File: src/rtl/axis_video_tpg_if.sv
// rtl/axis_video_tpg_if.sv - AXI4-Stream video beat bundle shared by the pattern generator and its sink
//
// Signals:
//   tvalid  source -> sink  beat valid
//   tready  sink -> source  beat ready
//   tdata   source -> sink  pixel {c2,c1,c0}, WIDTH bits
//   tlast   source -> sink  end of line
//   tuser   source -> sink  bit 0 = start of frame
// Modports: master (generator side), slave (consumer side).

interface axis_video_tpg_if #(
    parameter int WIDTH       = 48,
    parameter int TUSER_WIDTH = 1
) ();
    logic                   tvalid;
    logic                   tready;
    logic [WIDTH-1:0]       tdata;
    logic                   tlast;
    logic [TUSER_WIDTH-1:0] tuser;

    modport master (
        output tvalid,
        output tdata,
        output tlast,
        output tuser,
        input  tready
    );

    modport slave (
        input  tvalid,
        input  tdata,
        input  tlast,
        input  tuser,
        output tready
    );
endinterface

File: src/rtl/axis_video_tpg.sv
// rtl/axis_video_tpg.sv - AXI4-Stream video test pattern generator (frames of H_ACTIVE x V_ACTIVE)
//
// Ports:
//   aclk         in   clock
//   aresetn      in   synchronous active-low reset
//   enable       in   run request, sampled in IDLE and at frame-gap exit
//   pattern_sel  in   0 colour bars, 1 ramp, 2 checker, 3 frame-count solid
//   m_axis       master stream (tvalid/tready/tdata/tlast/tuser), tuser[0] = SOF, tlast = EOL
//   frame_cnt    out  completed frames, wraps
//   busy         out  high while a frame or its trailing gap is in progress
//
// Optional build macro: TPG_LINE_GAP_EN adds H_GAP idle cycles after each
// non-final line. Without it lines are back-to-back and H_GAP is ignored.

module axis_video_tpg #(
    parameter int WIDTH       = 48,
    parameter int TUSER_WIDTH = 1,
    parameter int H_ACTIVE    = 1920,
    parameter int V_ACTIVE    = 1080,
    parameter int FRAME_GAP   = 1000,
    parameter int H_GAP       = 0
) (
    input  logic          aclk,
    input  logic          aresetn,
    input  logic          enable,
    input  logic [1:0]    pattern_sel,
    axis_video_tpg_if.master m_axis,
    output logic [15:0]   frame_cnt,
    output logic          busy
);

    localparam int          C       = WIDTH / 3;
    localparam int          BAR_LEN = H_ACTIVE / 8;
    localparam logic [15:0] X_LAST  = 16'(H_ACTIVE - 1);
    localparam logic [15:0] Y_LAST  = 16'(V_ACTIVE - 1);
    localparam logic [15:0] BAR_END = 16'(BAR_LEN - 1);
    localparam logic [31:0] FG_END  = 32'(FRAME_GAP - 1);
    localparam logic [31:0] LG_END  = 32'(H_GAP - 1);

`ifdef TPG_LINE_GAP_EN
    localparam bit LINE_GAP_EN = 1'b1;
`else
    localparam bit LINE_GAP_EN = 1'b0;
`endif

    localparam logic [1:0] S_IDLE   = 2'd0;
    localparam logic [1:0] S_ACTIVE = 2'd1;
    localparam logic [1:0] S_GAP    = 2'd2;
    localparam logic [1:0] S_LGAP   = 2'd3;

    logic [1:0]       state, state_n;
    logic [15:0]      x, x_n, y, y_n;
    logic [2:0]       bar, bar_n;
    logic [15:0]      bar_pos, bar_pos_n;
    logic [1:0]       pat, pat_n;
    logic [31:0]      gap_cnt, gap_n;
    logic [15:0]      fc_n;
    logic             tvalid_r, tvalid_n;
    logic [WIDTH-1:0] tdata_r;
    logic             tlast_r, tuser_r;
    logic             load, start, accept;

    // Pixel value for one beat; the three components are identical except in
    // colour-bar mode, where each component follows one bit of the bar index.
    function automatic logic [WIDTH-1:0] pixel(
        input logic [1:0]  p,
        input logic [15:0] ramp,
        input logic        chk,
        input logic [2:0]  b,
        input logic [15:0] fc
    );
        logic [C-1:0] maxv, c0, c1, c2;
        maxv = '1;
        case (p)
            2'd0: begin
                c2 = b[2] ? maxv : '0;
                c1 = b[1] ? maxv : '0;
                c0 = b[0] ? maxv : '0;
            end
            2'd1: begin
                c0 = C'(ramp);
                c1 = c0;
                c2 = c0;
            end
            2'd2: begin
                c0 = chk ? maxv : '0;
                c1 = c0;
                c2 = c0;
            end
            default: begin
                c0 = C'(fc);
                c1 = c0;
                c2 = c0;
            end
        endcase
        return WIDTH'({c2, c1, c0});
    endfunction

    assign accept = tvalid_r & m_axis.tready;

    always_comb begin
        state_n   = state;
        x_n       = x;
        y_n       = y;
        bar_n     = bar;
        bar_pos_n = bar_pos;
        pat_n     = pat;
        gap_n     = gap_cnt;
        fc_n      = frame_cnt;
        tvalid_n  = tvalid_r;
        load      = 1'b0;
        start     = 1'b0;

        case (state)
            S_IDLE: begin
                if (enable) start = 1'b1;
            end
            S_ACTIVE: begin
                if (accept) begin
                    if (x == X_LAST) begin
                        x_n       = 16'd0;
                        bar_n     = 3'd0;
                        bar_pos_n = 16'd0;
                        if (y == Y_LAST) begin
                            // End of frame: count it and drop valid for the frame gap.
                            y_n      = 16'd0;
                            fc_n     = frame_cnt + 16'd1;
                            state_n  = S_GAP;
                            gap_n    = 32'd0;
                            tvalid_n = 1'b0;
                        end else begin
                            y_n  = y + 16'd1;
                            load = 1'b1;
                            if (LINE_GAP_EN && H_GAP > 0) begin
                                state_n  = S_LGAP;
                                gap_n    = 32'd0;
                                tvalid_n = 1'b0;
                            end
                        end
                    end else begin
                        x_n  = x + 16'd1;
                        load = 1'b1;
                        // Bar index advances every H_ACTIVE/8 pixels without a divider.
                        if (bar_pos == BAR_END) begin
                            bar_pos_n = 16'd0;
                            bar_n     = bar + 3'd1;
                        end else begin
                            bar_pos_n = bar_pos + 16'd1;
                        end
                    end
                end
            end
            S_GAP: begin
                if (gap_cnt == FG_END) begin
                    if (enable) start = 1'b1;
                    else        state_n = S_IDLE;
                end else begin
                    gap_n = gap_cnt + 32'd1;
                end
            end
`ifdef TPG_LINE_GAP_EN
            S_LGAP: begin
                // Next line's first beat was already loaded on entry; only valid is held off.
                if (gap_cnt == LG_END) begin
                    state_n  = S_ACTIVE;
                    tvalid_n = 1'b1;
                end else begin
                    gap_n = gap_cnt + 32'd1;
                end
            end
`endif
            default: state_n = S_IDLE;
        endcase

        // New frame: latch the pattern and present SOF on the next cycle.
        if (start) begin
            state_n   = S_ACTIVE;
            x_n       = 16'd0;
            y_n       = 16'd0;
            bar_n     = 3'd0;
            bar_pos_n = 16'd0;
            pat_n     = pattern_sel;
            tvalid_n  = 1'b1;
            load      = 1'b1;
        end
    end

    always_ff @(posedge aclk) begin
        if (!aresetn) begin
            state     <= S_IDLE;
            x         <= 16'd0;
            y         <= 16'd0;
            bar       <= 3'd0;
            bar_pos   <= 16'd0;
            pat       <= 2'd0;
            gap_cnt   <= 32'd0;
            frame_cnt <= 16'd0;
            tvalid_r  <= 1'b0;
            tdata_r   <= '0;
            tlast_r   <= 1'b0;
            tuser_r   <= 1'b0;
            busy      <= 1'b0;
        end else begin
            state     <= state_n;
            x         <= x_n;
            y         <= y_n;
            bar       <= bar_n;
            bar_pos   <= bar_pos_n;
            pat       <= pat_n;
            gap_cnt   <= gap_n;
            frame_cnt <= fc_n;
            tvalid_r  <= tvalid_n;
            busy      <= (state_n != S_IDLE);
            if (load) begin
                tdata_r <= pixel(pat_n, x_n, x_n[5] ^ y_n[5], bar_n, fc_n);
                tlast_r <= (x_n == X_LAST);
                tuser_r <= (x_n == 16'd0) && (y_n == 16'd0);
            end
        end
    end

    assign m_axis.tvalid = tvalid_r;
    assign m_axis.tdata  = tdata_r;
    assign m_axis.tlast  = tlast_r;
    assign m_axis.tuser  = TUSER_WIDTH'(tuser_r);

endmodule
File: src/flat_wrapper.sv
// flat-port wrapper written by rule: the top's interface ports become plain ports
module axis_video_tpg_flat 
#(
    parameter int WIDTH       = 48,
    parameter int TUSER_WIDTH = 1,
    parameter int H_ACTIVE    = 1920,
    parameter int V_ACTIVE    = 1080,
    parameter int FRAME_GAP   = 1000,
    parameter int H_GAP       = 0
)
  (aclk, aresetn, enable, pattern_sel, frame_cnt, busy, m_axis_tvalid, m_axis_tdata, m_axis_tlast, m_axis_tuser, m_axis_tready);
  axis_video_tpg_if #(.WIDTH(WIDTH), .TUSER_WIDTH(TUSER_WIDTH)) m_axis_i ();
  input  logic aclk;
  input  logic aresetn;
  input  logic enable;
  input  logic [1:0] pattern_sel;
  output logic [15:0] frame_cnt;
  output logic busy;
  output wire logic [$bits(m_axis_i.tvalid)-1:0] m_axis_tvalid;
  output wire logic [$bits(m_axis_i.tdata)-1:0] m_axis_tdata;
  output wire logic [$bits(m_axis_i.tlast)-1:0] m_axis_tlast;
  output wire logic [$bits(m_axis_i.tuser)-1:0] m_axis_tuser;
  input wire logic [$bits(m_axis_i.tready)-1:0] m_axis_tready;
  assign m_axis_tvalid = m_axis_i.tvalid;
  assign m_axis_tdata = m_axis_i.tdata;
  assign m_axis_tlast = m_axis_i.tlast;
  assign m_axis_tuser = m_axis_i.tuser;
  assign m_axis_i.tready = m_axis_tready;
  axis_video_tpg #(.WIDTH(WIDTH), .TUSER_WIDTH(TUSER_WIDTH), .H_ACTIVE(H_ACTIVE), .V_ACTIVE(V_ACTIVE), .FRAME_GAP(FRAME_GAP), .H_GAP(H_GAP)) u_core (.aclk(aclk), .aresetn(aresetn), .enable(enable), .pattern_sel(pattern_sel), .m_axis(m_axis_i), .frame_cnt(frame_cnt), .busy(busy));
endmodule
File: config.mk
export PLATFORM = sky130hd
export DESIGN_NAME = axis_video_tpg_flat
export DESIGN_NICKNAME = d
export VERILOG_FILES = /design/src/rtl/axis_video_tpg_if.sv /design/src/rtl/axis_video_tpg.sv /design/src/flat_wrapper.sv
export SDC_FILE = /design/constraint.sdc
export NUM_CORES = 1
export LEC_CHECK = 0
export ABC_AREA = 0
export BUFFER_PORTS_ARGS = -buffer_cell sky130_fd_sc_hd__buf_2
export CAP_MARGIN = 20
export CORE_MARGIN = 2
export CORE_UTILIZATION = 35
export CTS_CLUSTER_SIZE = 12
export DETAILED_ROUTE_END_ITERATION = 7
export GPL_ROUTABILITY_DRIVEN = 0
export PLACE_DENSITY = 0.63
export SKIP_CTS_REPAIR_TIMING = 1
export SYNTH_ARGS = -nofsm -noshare
export SYNTH_HDL_FRONTEND = slang
export SYNTH_SLANG_ARGS = --single-unit
export TNS_END_PERCENT = 50
File: constraint.sdc
create_clock -name aclk -period 4.91 [get_ports aclk]
set_input_delay 0.491 -clock aclk [delete_from_list [all_inputs] [get_ports aclk]]
set_output_delay 0.491 -clock aclk [all_outputs]
set_load 0.1 [all_outputs]
# --- Word level (Yosys, flattened, before mapping) ---
# Index checks and enable logic that the tools add are counted.
totals:
  ff_bits: 155
  in_bits: 6
  out_inout_bits: 68
  word_cells: 103
op_classes:
  addsub: 6
  eq_ne: 13
  mux: 53
  n_bitwise: 3
  n_reduce_logical: 15
ops:
  columns: ["operator", "count"]
  rows:
  - ["$mux W16", 19]
  - ["$pmux W16 S3", 3]
  - ["$mux W32", 4]
  - ["$add A16 B1 Y16 const B", 4]
  - ["$pmux W32 S2", 1]
  - ["$eq A16 B11 Y1 const B", 3]
  - ["$add A32 B1 Y32 const B", 1]
  - ["$eq A32 B10 Y1 const B", 1]
  - ["$logic_not A16 Y1", 2]
  - ["$eq A16 B8 Y1 const B", 1]
  - ["$mux W3", 5]
  - ["$mux W2", 7]
  - ["$mux W1", 12]
  - ["$reduce_bool A2 Y1", 6]
  - ["$ne A2 B1 Y1 const B", 3]
  - ["$pmux W2 S3", 1]
  - ["$reduce_and A5 Y1", 1]
  - ["$eq A2 B1 Y1 const B", 2]
  - ["$eq A2 B2 Y1 const B", 2]
  - ["$logic_not A2 Y1", 2]
  - ["$reduce_and A4 Y1", 1]
  - ["$add A3 B1 Y3 const B", 1]
  - ["$ne A2 B2 Y1 const B", 1]
  - ["$pmux W1 S2", 1]
  - ["other kinds (6)", 6]

# --- Logic depth before layout (Yosys ltp) ---
logic_depth:
  ltp_word: 9
  mapped_depth: 11

# --- Worst setup path before layout ---
# Ideal clock, no wire load.
synth_path:
  kind: "register to register"
  start: "reg u_core.tvalid_r, in the netlist u_core.m_axis.tvalid"
  end: "reg u_core.tuser_r, in the netlist u_core.m_axis.tuser"
  t_arrival_ns: 3.102
  required_ns: 4.826
  slack_ns: 1.723
  path_stages_with_launch: 8
  n_path_buf: 0
  path_cell_list: "dfxtp_1 > nand3_1 > or2_1 > nor4_1 > nand3_1 > xor2_1 > or4b_2 > o31ai_2"
synth_between:
  elab_chain_cells: 6
  word_cells_on_any_way: 13
  cone_classes: "9 x mux; 1 x bitwise; 3 x reduce/logical"
synth_lines:
  columns: ["item", "line", "rtl"]
  rows:
  - ["start: declaration", "axis_video_tpg.sv:58", "logic tvalid_r, tvalid_n;"]
  - ["start signal: assignment", "axis_video_tpg.sv:212", "tvalid_r <= tvalid_n;"]
  - ["$and A1 B1 Y1 (*)", "axis_video_tpg.sv:99", "assign accept = tvalid_r & m_axis.tready;"]
  - ["$mux W16", "axis_video_tpg.sv:119", "if (accept) begin"]
  - ["$mux W16", "axis_video_tpg.sv:114", "case (state)"]
  - ["$mux W16", "axis_video_tpg.sv:176", "if (start) begin"]
  - ["$logic_not A16 Y1", "axis_video_tpg.sv:217", "tuser_r <= (x_n == 16'd0) && (y_n == 16'd0);"]
  - ["$logic_and A1 B1 Y1", "axis_video_tpg.sv:217", null]
  - ["end signal: assignment", "axis_video_tpg.sv:217", null]
  - ["end: declaration", "axis_video_tpg.sv:60", "logic tlast_r, tuser_r;"]
# Mark *: on every way between the ends. The rest lies on a longest branch, timed or not.
# A chain may end at the register's enable or synchronous reset.

# --- Worst setup path after layout ---
layout_path:
  start: "reg u_core.x[0]"
  end: "reg u_core.tdata_r[32], in the netlist u_core.m_axis.tdata[32]"
layout_between:
  elab_chain_cells: 8
  word_cells_on_any_way: 25
  cone_classes: "1 x add/sub; 1 x eq/ne; 22 x mux; 1 x bitwise"
layout_lines:
  columns: ["item", "line", "rtl"]
  rows:
  - ["start: declaration", "axis_video_tpg.sv:52", "logic [15:0] x, x_n, y, y_n;"]
  - ["start signal: assignment", "axis_video_tpg.sv:205", "x <= x_n;"]
  - ["$add A16 B1 Y16 / $eq A16 B11 Y1 (equally long branches)", "axis_video_tpg.sv:141, axis_video_tpg.sv:120", null]
  - ["$mux W16", "axis_video_tpg.sv:120", "if (x == X_LAST) begin"]
  - ["$mux W16", "axis_video_tpg.sv:119", null]
  - ["$mux W16", "axis_video_tpg.sv:114", null]
  - ["$mux W16", "axis_video_tpg.sv:176", null]
  - ["$xor A1 B1 Y1", "axis_video_tpg.sv:215", "tdata_r <= pixel(pat_n, x_n, x_n[5] ^ y_n[5], bar_n, fc_n);"]
  - ["$mux W16", "axis_video_tpg.sv:86", "c0 = chk ? maxv : '0;"]
  - ["$pmux W16 S3", "axis_video_tpg.sv:74", "case (p)"]
  - ["end signal: assignment", "axis_video_tpg.sv:215", null]
  - ["end: declaration", "axis_video_tpg.sv:59", "logic [WIDTH-1:0] tdata_r;"]
# Parallel ways exist; a longest one is shown, timed or not.

==> run_results.csv <==
group,metric,value,unit
clocking,clock_sinks,155,
sta,fmax,254,MHz
global_route,antenna_found_initial,0,
routing,routed_wl,19500,um
synth,syn_inst,828,
routing,route.detailed.drc,0,
routing,drt_first_iter_violations,412,
sta,hold_violations,0,
sta,tightest_slew,0.972,ns
clocking,clock_latency,0.44,ns
sta,setup_tns,0,ns
sta,finalCriticalPeriod,3.93,ns
layout,final_nets,897,
routing,firstDrtPassIters,5,
sta,rsz0062_at_grt,"false",
synth,synth_flop_cell,"dfxtp_1",
global_route,grt_pass1_wl,31400,um
sta,fin_skew,0.0145,ns
synth,ys_warn_count,0,
sta,slew_headroom,34.7,%
synth,syn_avg_cell_area,9.04,um2
layout,areaGrowthSynthToFinish,15.2,%
worst_setup_path,cp-end-kind,"flop",
global_route,grt_pass1_vias,5877,
power_and_ir_drop,leakagePower,3.16,nW
worst_setup_path,worstRegToRegCells,8,
place,dpl.hpwl,13900,um
die,std_cell_rows,53,
global_route,grt_max_degree,55,
synth,async_reset_ff_share,0,%
routing,viasPerCell,5.51,
min_path,hold_class,"primary input to flop",
power_and_ir_drop,ir_worst_vdd,0.000238,V
routing,ant_nets,0,
routing,vias,6439,
worst_setup_path,start_kind,"flop",
clocking,cts_tree,"done",
sta,setup_viol,0,
clocking,clk_pin_slew,0.07,ns
synth,syn_nets,844,
worst_setup_path,critical_path_arrival,4.26,ns
synth,synth_area,0.00749,mm2
die,initial_utilization,35.6,%
worst_setup_path,cp.required,5.23,ns
die,pin_count,74,
clocking,cts_buffers,17,
die,fp.dieH,150,um
worst_setup_path,crit_type,"flop to flop",
layout,n_antenna_cell,0,
synth,ys_types,69,
synth,ys_seq_elements,155,
layout,fill_cells,2101,
sta,fin_crit_sh,80.1,%
power_and_ir_drop,p_total,0.00307,W
place,port_buffers,73,
worst_setup_path,path_max_fanout,16,
die,design.die.area,0.0226,mm2
clocking,clock-root-buffer,"clkbuf_16",
clocking,htreeDepth,4,
global_route,grt_use_total,17.4,%
routing,wl_per_cell,16.7,um
power_and_ir_drop,powerDensity,356,mW/mm2
min_path,hold_depth,3,
clocking,cts.path.max_buffers,2,
synth,synth_edf_count,0,
outcome,outcome,"finished, final reports clean",
sta,drv_slew,0,
flow_run,cap_violations,0,
synth,ys_seq_area_share,41.4,%
die,die_w,150,um
global_route,globalRouteOverflowTotal,0,
die,core,0.0210,mm2
layout,drive_above_1_share,20.7,%
==> cell usage after synthesis, types with 3 or more instances <==
| cell | instances | share of area, % |
|---|---|---|
| or2_2 | 3 | 0.25 |
| dfxtp_1 | 155 | 41 |
| and2_1 | 12 | 1.0 |
| o21ai_0 | 14 | 0.94 |
| a211oi_1 | 4 | 0.40 |
| xor2_1 | 38 | 4.4 |
| o221a_1 | 4 | 0.60 |
| buf_4 | 8 | 0.80 |
| and3_1 | 22 | 1.8 |
| ha_1 | 10 | 1.7 |
| buf_6 | 3 | 0.45 |
| nor2_1 | 117 | 5.9 |
| a31oi_1 | 4 | 0.33 |
| a21oi_1 | 22 | 1.5 |
| nand2_1 | 42 | 2.1 |
| o22ai_2 | 7 | 1.2 |
| nand3_2 | 3 | 0.40 |
| o22ai_1 | 10 | 0.84 |
| xnor2_1 | 37 | 4.3 |
| nor3_1 | 23 | 1.5 |
| nand3_1 | 41 | 2.7 |
| inv_1 | 13 | 0.65 |
| or3_1 | 12 | 1.0 |
| or4_1 | 8 | 0.80 |
| o221a_2 | 44 | 6.6 |
| and4_1 | 9 | 1.1 |
| nand4_1 | 44 | 3.7 |
| o31ai_1 | 4 | 0.40 |
| clkbuf_1 | 20 | 1.0 |
| dlygate4sd1_1 | 4 | 0.47 |
| nor2b_1 | 3 | 0.25 |
| mux2i_1 | 8 | 1.1 |
| buf_2 | 10 | 0.67 |
| nor3b_1 | 3 | 0.30 |
| nor4_1 | 21 | 1.8 |
==> layout by cell type (no fill, tap or decap), types with 17 or more instances in the layout <==
cell type / count
clkbuf_16: 17
nor4_1: 21
nand3_1: 41
nor2_1: 117
dfxtp_1: 155
xnor2_1: 37
buf_2: 73
and3_1: 22
nor3_1: 23
xor2_1: 38
o221a_2: 44
a21oi_1: 22
nand4_1: 44
nand2_1: 42
==> state kept, by name, indices dropped and copies added (netlist names) <==
name,count
u_core.m_axis.tlast,1
u_core.m_axis.tdata,48
u_core.busy,1
u_core.m_axis.tvalid,1
u_core.bar_pos,16
u_core.state,2
u_core.frame_cnt,16
u_core.x,16
u_core.m_axis.tuser,1
u_core.y,16
u_core.bar,3
u_core.pat,2
u_core.gap_cnt,32
==> metrics by stage <==
stage	std cells	utilization, %	hold slack (ns)	worst slack, ns	area [um2]
6_report	1169	41.0	0.364	0.976	8620
5_1_grt	1169	41.0	0.366	0.826	8620
4_1_cts	1169	41.0	0.354	1.05	8620
3_5_place_dp	1137	38.1	0.490	1.05	8000
3_3_place_gp	1137	38.1	0.479	1.25	8000
2_1_floorplan	828	-	0.462	1.72	7490
==> path summary, 6_finish.rpt <==
kind / slack (ns) / to / start
max: 0.98 / u_core.m_axis.tdata[32] / u_core.x[0]
min: 0.36 / u_core.pat[1] / pattern_sel[1]
min reg2reg: 0.50 / u_core.bar_pos[12] / u_core.bar_pos[12]
max reg2reg: 0.98 / u_core.m_axis.tdata[32] / u_core.x[0]
==> critical path, stage by stage, from the launching register on <==
cell	delay (ns)
dfxtp_1	0.41
ha_1	0.24
nor4b_1	0.44
nand4_1	0.54
or4_1	0.66
o21a_1	0.16
o311ai_2	0.52
o211ai_2	0.47
o221a_2	0.38
==> power by group <==
| part | total (W) | leakage, nW | internal (W) | switching, W |
|---|---|---|---|---|
| registers | 0.00132 | 1.26 | 0.00129 | 0.0000234 |
| clock network | 0.00133 | 0.299 | 0.000694 | 0.000639 |
| logic | 0.000419 | 1.60 | 0.0000737 | 0.000345 |
| total | 0.00307 | 3.16 | 0.00206 | 0.00101 |
==> logic make-up (layout without fill, tap and decap cells) <==
group / count (synthesis) / in the layout / share of synthesized area, %
adder cells (fa/ha/maj): 10 / 10 / 1.67
AO/OA/AOI/OAI: 136 / 136 / 15.9
XOR/XNOR: 75 / 75 / 8.77
multiplexers: 10 / 10 / 1.37
buffers and inverters: 61 / 127 / 4.21
AND/OR/NAND/NOR: 381 / 381 / 26.6
flip-flops: 155 / 155 / 41.4
==> layout make-up <==
| type | instances | area (um2) | share of cell area (%) |
|---|---|---|---|
| flip-flops and latches | 155 | 3100 | 36.0 |
| repair buffers | 81 | 425 | 4.93 |
| clock buffers | 17 | 425 | 4.93 |
| clock inverters | 15 | 196 | 2.28 |
| multi-input cells | 612 | 4080 | 47.3 |
| inverters | 14 | 52.6 | 0.609 |
| well taps | 275 | 344 | 3.99 |
==> per-layer routing <==
metal	vias up	GRT usage, %	share of wire (%)
met5	-	0	0
met4	0	4.29	1.2
met3	24	3.67	5.6
met2	181	27.5	46
met1	3051	24.2	47
li1	3183	-	-
Note: power is estimated with default switching activity, not from simulation.
